`src/rtl/alu_addsub_arbiter_pkg.sv`:
```
// Shared definitions for the two-requester add/sub arbiter: FSM encoding,
// operation select codes and a grant one-hot helper.
package alu_addsub_arbiter_pkg;

  typedef enum logic [1:0] {
    StIdle = 2'd0,
    StExec = 2'd1,
    StResp = 2'd2
  } state_e;

  localparam logic SelAdd = 1'b0;
  localparam logic SelSub = 1'b1;

  function automatic logic [1:0] id_to_onehot(input logic id);
    return id ? 2'b10 : 2'b01;
  endfunction

endpackage

```
`src/rtl/addsub_core_6b.sv`:
```
// Combinational signed add/subtract with two's complement overflow detection.
module addsub_core_6b
  import alu_addsub_arbiter_pkg::*;
#(
  parameter int unsigned W = 6
) (
  input  logic         sel,
  input  logic [W-1:0] a,
  input  logic [W-1:0] b,
  output logic [W-1:0] y,
  output logic         of
);

  always_comb begin
    if (sel == SelSub) begin
      y  = a - b;
      of = (a[W-1] != b[W-1]) && (y[W-1] != a[W-1]);
    end else begin
      y  = a + b;
      of = (a[W-1] == b[W-1]) && (y[W-1] != a[W-1]);
    end
  end

endmodule

```
`src/rtl/alu_addsub_arbiter.sv`:
```
// Round-robin arbiter sharing one add/sub core between two requesters;
// results are held until the consumer accepts them.
module alu_addsub_arbiter
  import alu_addsub_arbiter_pkg::*;
#(
  parameter int unsigned W     = 6,
  parameter int unsigned CNT_W = 8
) (
  input  logic             clk,
  input  logic             rst_n,
  input  logic [1:0]       req_valid,
  output logic [1:0]       req_ready,
  input  logic             req_sel0,
  input  logic             req_sel1,
  input  logic [W-1:0]     req_a0,
  input  logic [W-1:0]     req_b0,
  input  logic [W-1:0]     req_a1,
  input  logic [W-1:0]     req_b1,
  output logic             res_valid,
  input  logic             res_ready,
  output logic [W-1:0]     res_y,
  output logic             res_of,
  output logic             res_id,
  output logic [CNT_W-1:0] of_cnt
);

  state_e           state_q;
  logic             ptr_q;
  logic             sel_q;
  logic [W-1:0]     a_q;
  logic [W-1:0]     b_q;
  logic             id_q;
  logic [W-1:0]     res_y_q;
  logic             res_of_q;
  logic             res_id_q;
  logic [CNT_W-1:0] of_cnt_q;

  logic             gnt_any;
  logic             gnt_id;
  logic [W-1:0]     core_y;
  logic             core_of;

  // Contention goes to the pointer; a lone requester wins regardless of it.
  always_comb begin
    gnt_any = 1'b0;
    gnt_id  = 1'b0;
    case (req_valid)
      2'b01:   begin gnt_any = 1'b1; gnt_id = 1'b0;  end
      2'b10:   begin gnt_any = 1'b1; gnt_id = 1'b1;  end
      2'b11:   begin gnt_any = 1'b1; gnt_id = ptr_q; end
      default: ;
    endcase
    req_ready = 2'b00;
    if (rst_n && (state_q == StIdle) && gnt_any) req_ready = id_to_onehot(gnt_id);
  end

  addsub_core_6b #(
    .W(W)
  ) u_core (
    .sel(sel_q),
    .a  (a_q),
    .b  (b_q),
    .y  (core_y),
    .of (core_of)
  );

  always_ff @(posedge clk or negedge rst_n) begin
    if (!rst_n) begin
      state_q  <= StIdle;
      ptr_q    <= 1'b0;
      sel_q    <= SelAdd;
      a_q      <= '0;
      b_q      <= '0;
      id_q     <= 1'b0;
      res_y_q  <= '0;
      res_of_q <= 1'b0;
      res_id_q <= 1'b0;
      of_cnt_q <= '0;
    end else begin
      case (state_q)
        StIdle: begin
          if (gnt_any) begin
            sel_q   <= gnt_id ? req_sel1 : req_sel0;
            a_q     <= gnt_id ? req_a1 : req_a0;
            b_q     <= gnt_id ? req_b1 : req_b0;
            id_q    <= gnt_id;
            ptr_q   <= ~gnt_id;
            state_q <= StExec;
          end
        end
        StExec: begin
          res_y_q  <= core_y;
          res_of_q <= core_of;
          res_id_q <= id_q;
          if (core_of && (of_cnt_q != {CNT_W{1'b1}})) of_cnt_q <= of_cnt_q + 1'b1;
          state_q  <= StResp;
        end
        StResp: begin
          if (res_ready) state_q <= StIdle;
        end
        default: state_q <= StIdle;
      endcase
    end
  end

  assign res_valid = (state_q == StResp);
  assign res_y     = res_y_q;
  assign res_of    = res_of_q;
  assign res_id    = res_id_q;
  assign of_cnt    = of_cnt_q;

endmodule

```
`config.mk`:
```
export PLATFORM = sky130hd
export DESIGN_NAME = alu_addsub_arbiter
export DESIGN_NICKNAME = d
export VERILOG_FILES = /design/src/rtl/alu_addsub_arbiter_pkg.sv /design/src/rtl/addsub_core_6b.sv /design/src/rtl/alu_addsub_arbiter.sv
export SDC_FILE = /design/constraint.sdc
export NUM_CORES = 1
export LEC_CHECK = 0
export ABC_AREA = 1
export BUFFER_PORTS_ARGS = -buffer_cell sky130_fd_sc_hd__buf_2
export CORE_MARGIN = 2
export CORE_UTILIZATION = 52
export DETAILED_ROUTE_END_ITERATION = 8
export PLACE_DENSITY = 0.75
export SLEW_MARGIN = 0
export SYNTH_ARGS = -nofsm -noshare
export SYNTH_HDL_FRONTEND = slang
export SYNTH_HIERARCHICAL = 1
export SYNTH_SLANG_ARGS = --single-unit
```
`constraint.sdc`:
```
create_clock -name clk -period 2.3 [get_ports clk]
set_clock_uncertainty 0.05 [all_clocks]
set_input_delay 0.46 -clock clk [delete_from_list [all_inputs] [get_ports clk]]
set_output_delay 0.46 -clock clk [all_outputs]
set_load 0.05 [all_outputs]
```
# Yosys cells after proc, flatten, opt, wreduce, memory -nomap -nowiden
# Cells that the tools add are included.
# totals
regBits	33
in_bits	31
output_inout_bits	19
word_cells	48
# op_classes
n_addsub	3
n_eq_ne	12
mux	12
bitwise	1
n_reduce_logical	10
# ops
operator	count
two-way mux 6 bit	3
adder 8 x 1 -> 8 bit (second input constant)	1
two-way mux 2 bit	4
!= test 8 bit (second input constant)	1
adder 6 bit	1
== test 2 bit (second input constant)	3
case mux 2 bit (3 select lines)	1
AND reduction 2 bit	3
subtractor 6 bit	1
logical AND 1 bit	5
== test 2 x 1 -> 1 bit (second input constant)	2
two-way mux 1 bit	3
!= test 1 bit	3
OR reduction 3 bit	1
zero test 2 bit	1
!= test 2 x 1 -> 1 bit (second input constant)	1
!= test 2 bit (second input constant)	1
case mux 1 bit (2 select lines)	1
== test 1 bit	1
inverter 1 bit	1

# Depth between registers and ports, before layout
# depth
depth_word	6
depth_mapped	16
depth_no_buf	16

# Cells and area by module
# Netlist, hierarchy kept.
# modules_own_cells
mod	n_inst	cells_per_inst	area_each_um2	seq_area_each_um2
alu_addsub_arbiter	1	194	1566.5	825.8
addsub_core_6b	1	102	573.0	0.0

# Worst setup path after synthesis
# No wires, ideal clock.
# synth_timing
path_kind	register to output
start	reg state_q[1]
end	out req_ready[0]
arrival_ps	1467
required_ps	1790
setup_slack_ps	323
path_stages_with_launch	6
n_path_buf	0
cell_sequence	dfrtp_1 -> nor2_4 -> o21ai_4 -> nor2_4 -> inv_1 -> nor2_1
# synth_via
elab_chain_cells	4
# synth_lines
item	line_no	rtl
start: declaration	alu_addsub_arbiter.sv:27	state_e state_q;
start signal: assignment	alu_addsub_arbiter.sv:69	state_q <= StIdle;
start signal: assignment	alu_addsub_arbiter.sv:88	state_q <= StExec;
start signal: assignment	alu_addsub_arbiter.sv:96	state_q <= StResp;
zero test 2 bit	alu_addsub_arbiter.sv:54	if (rst_n && (state_q == StIdle) && gnt_any) req_ready = id_to_onehot(gnt_id);
logical AND 1 bit (2 in a row)	alu_addsub_arbiter.sv:54	
two-way mux 2 bit	alu_addsub_arbiter.sv:54	
end: declaration	alu_addsub_arbiter.sv:12	output logic [1:0] req_ready,
# Every way passes these cells.

# Worst setup path in the final report
# layout_timing
start	reg a_q[3]
end	reg of_cnt_q[7], in the netlist of_cnt[7]
# layout_via
elab_chain_cells	6
elab_cells_between_ends	9
cone_classes	2 x add/sub; 2 x eq/ne; 1 x mux; 4 x reduce/logical
# layout_lines
item	line_no	rtl
start: declaration	alu_addsub_arbiter.sv:30	logic [W-1:0] a_q;
start signal: assignment	alu_addsub_arbiter.sv:84	a_q <= gnt_id ? req_a1 : req_a0;
adder 6 bit / subtractor 6 bit (equally long branches)	addsub_core_6b.sv:19, addsub_core_6b.sv:16	
!= test 1 bit (on tied branches)	addsub_core_6b.sv:20, addsub_core_6b.sv:17	
logical AND 1 bit (on tied branches)	addsub_core_6b.sv:20, addsub_core_6b.sv:17	
two-way mux 1 bit *	addsub_core_6b.sv:15	if (sel == SelSub) begin
net core_of	alu_addsub_arbiter.sv:41	logic core_of;
logical AND 1 bit *	alu_addsub_arbiter.sv:95	if (core_of && (of_cnt_q != {CNT_W{1'b1}})) of_cnt_q <= of_cnt_q + 1'b1;
AND reduction 2 bit (no source line) *	n/a	
end signal: assignment	alu_addsub_arbiter.sv:95	
end: declaration	alu_addsub_arbiter.sv:36	logic [CNT_W-1:0] of_cnt_q;
# Mark *: on every way through the listed nets, which the timed path passes. The rest lies on a longest branch.
# A chain may end at the register's enable or synchronous reset.

==> metrics.txt <==
DR vias 1956; Final Hold Viols 0; FFs w/ async S/R, synth 1.00; synth-to-layout area growth 18.3%; largest net degree at the start of global routing 34; antenna-violating nets left 0; CP max FO 9; met2 routed WL 2110 µm; Worst Tran Pin Value 0.442 ns; most common cell in the synthesized netlist nand2_1; share of layout cells above drive strength 1 0.227; Worst-path clk slew 0.07 ns; worst path required time 2.43 ns; M1 wire length 2030 µm; Final GP Congestion 0.951; Top Metal Used met4; Filler cells 379; max-cap violations 0; drt total wl 4440 µm; first-pass GRT wire length 7470 µm; status complete, no violations; H-Tree Depth 2; Slew HR 0.705; die area 4640 µm²; Slew Limit Fails 0; CTS Buffer Depth 2; Synth Warn # 6; residual DRC count 0; number of vias per cell 4.85; Total GRT Usage 0.216; FP Rows 23; CP Launch Type flip-flop; PortBufs 49; Clk Latency, worst-skew pair 0.29 ns; Final min period 2.11 ns; achievable frequency 474 MHz; # setup viols final 0; setup slack after layout 0.189 ns; synth cell count leaders nand2_1, inv_1, dfrtp_1; Synthesized Nets 340; CTS resizes 0; vias in the first global route 1773; Post-CTS Hold Buffers 0; Placement Setup Slack 0.219 ns; Mean Syn Cell Area 7.23 µm²; clock root buffer master clkbuf_8; Seq cells post-synth 33; Critical Path AT 2.24 ns; leakage 1.44 nW; peak supply drop 0.627 mV; RSZ-0062 raised after global routing no; Synth area leaders dfrtp_1, nand2_1, ha_1; I/O pins 50; area leader, netlist dfrtp_1; grt ovf 0; Sum Neg Setup Slack 0 ns; Initial Util 0.539; ANT cells 0; met3 WL post-DR 226 µm; Synth Flop Type dfrtp_1; post-synthesis sequential area ratio 0.386; CTS tree built; critical path type flip-flop to flip-flop; Cells after Synth 296; Mapped Area 2140 µm²; WL/cell 11.0 µm; TritonCTS sink count 33; pwr dens 1480 nW/µm²; Nets 396; initial antenna violation count 0; post-DP HPWL 3510 µm; CP endpoint kind flip-flop; Synth cell types 24; Detailed Routing Iterations Pass 1 4; worst hold margin 0.210 ns; post-CTS setup buffer count 0; DRT iter0 DRCs 74; Post-synth EDFFs 0; Die X 68.1 µm; Chip Height 68.1 µm; worst min path class primary input to asynchronous set/reset pin; cts bufs inserted 5; Final Cycle Share 0.918; Yosys top cell area share 0.386; core box area 3970 µm²
[per-layer routing]
layer  vias to the layer above  global-route usage
li1                       1023                   -
met1                       867               0.270
met2                        58               0.368
met3                         8              0.0411
met4                         0              0.0825
met5                         -                   0
[placed cells by master (no fill, tap or decap)]
cell type,count
nand2_4,1
nor2_4,4
mux2i_1,1
ha_1,10
nand3_1,24
clkbuf_1,1
nor2_1,13
nand3b_1,1
dfrtp_1,33
a21oi_1,2
nand2_1,133
buf_4,4
xor2_1,3
nand3_2,1
clkinv_2,2
nand4_1,5
xnor2_1,2
clkbuf_8,5
nand2_2,7
a21oi_2,1
o21ai_0,8
inv_1,35
inv_2,3
buf_2,49
ha_2,1
o21ai_4,1
a21oi_4,1
fa_1,2
[worst paths after layout]
path                                start          to  slack (ns)  depth (start not counted)
worst max register to register     a_q[3]   of_cnt[7]        0.19                         13
worst min-delay path                rst_n      b_q[5]        0.21                          2
max in group asynchronous           rst_n        id_q        1.69                          2
min in group clk                res_ready  state_q[1]        0.31                          2
worst max-delay path               a_q[3]   of_cnt[7]        0.19                         13
worst min register to register   res_y[2]    res_y[2]        0.44                          2
[cell families (layout without fill, tap and decap cells)]
group	count (synthesis)	in the layout	synth area share
compound gates	13	13	0.0409
xor+xnor	5	5	0.0205
fa+ha+maj	13	13	0.0830
buf+inv	42	99	0.0830
flops	33	33	0.386
mux	1	1	0.00468
simple gates	189	189	0.382
[worst max-delay path, cell delays in order (launching register included)]
cell and delay, ns:
dfrtp_1 0.40, ha_1 0.37, nor2_1 0.21, nand3_1 0.18, nand3_1 0.15, nand2_1 0.06
nand3_1 0.07, nand2_1 0.07, inv_1 0.09, nor2_4 0.06, nand2_4 0.13, inv_2 0.07
nand2_1 0.06, nand2_1 0.04
[flip-flops by register name (all words and copies together), names as in the netlist]
register and flops:
res_id 1, sel_q 1, state_q 2, of_cnt 8
a_q 6, ptr_q 1, b_q 6, res_y 6
id_q 1, res_of 1
[through the flow]
stage,power [mW],utilization,std cells,cell area (µm²)
6_report,3.75,0.637,403,2530
5_1_grt,4.14,0.637,403,2530
4_1_cts,3.76,0.636,403,2520
3_5_place_dp,3.33,0.615,395,2440
3_3_place_gp,3.28,0.615,395,2440
2_1_floorplan,2.84,-,296,2140
[area by class of cell]
class,count,area [µm²],area share
repair buffers,53,275,0.109
inverters,38,143,0.0564
clock inverters,2,10.0,0.00395
multi-input cells,221,1140,0.451
flip-flops and latches,33,826,0.326
clock buffers,6,72.6,0.0287
well taps,50,62.6,0.0247
[report_power, final]
part | internal, mW | total, mW | switching [mW]
clock network | 0.209 | 0.416 | 0.206
registers | 0.820 | 1.03 | 0.209
logic | 0.764 | 2.31 | 1.54
total | 1.79 | 3.75 | 1.96
Note: power is estimated with default switching activity, not from simulation.
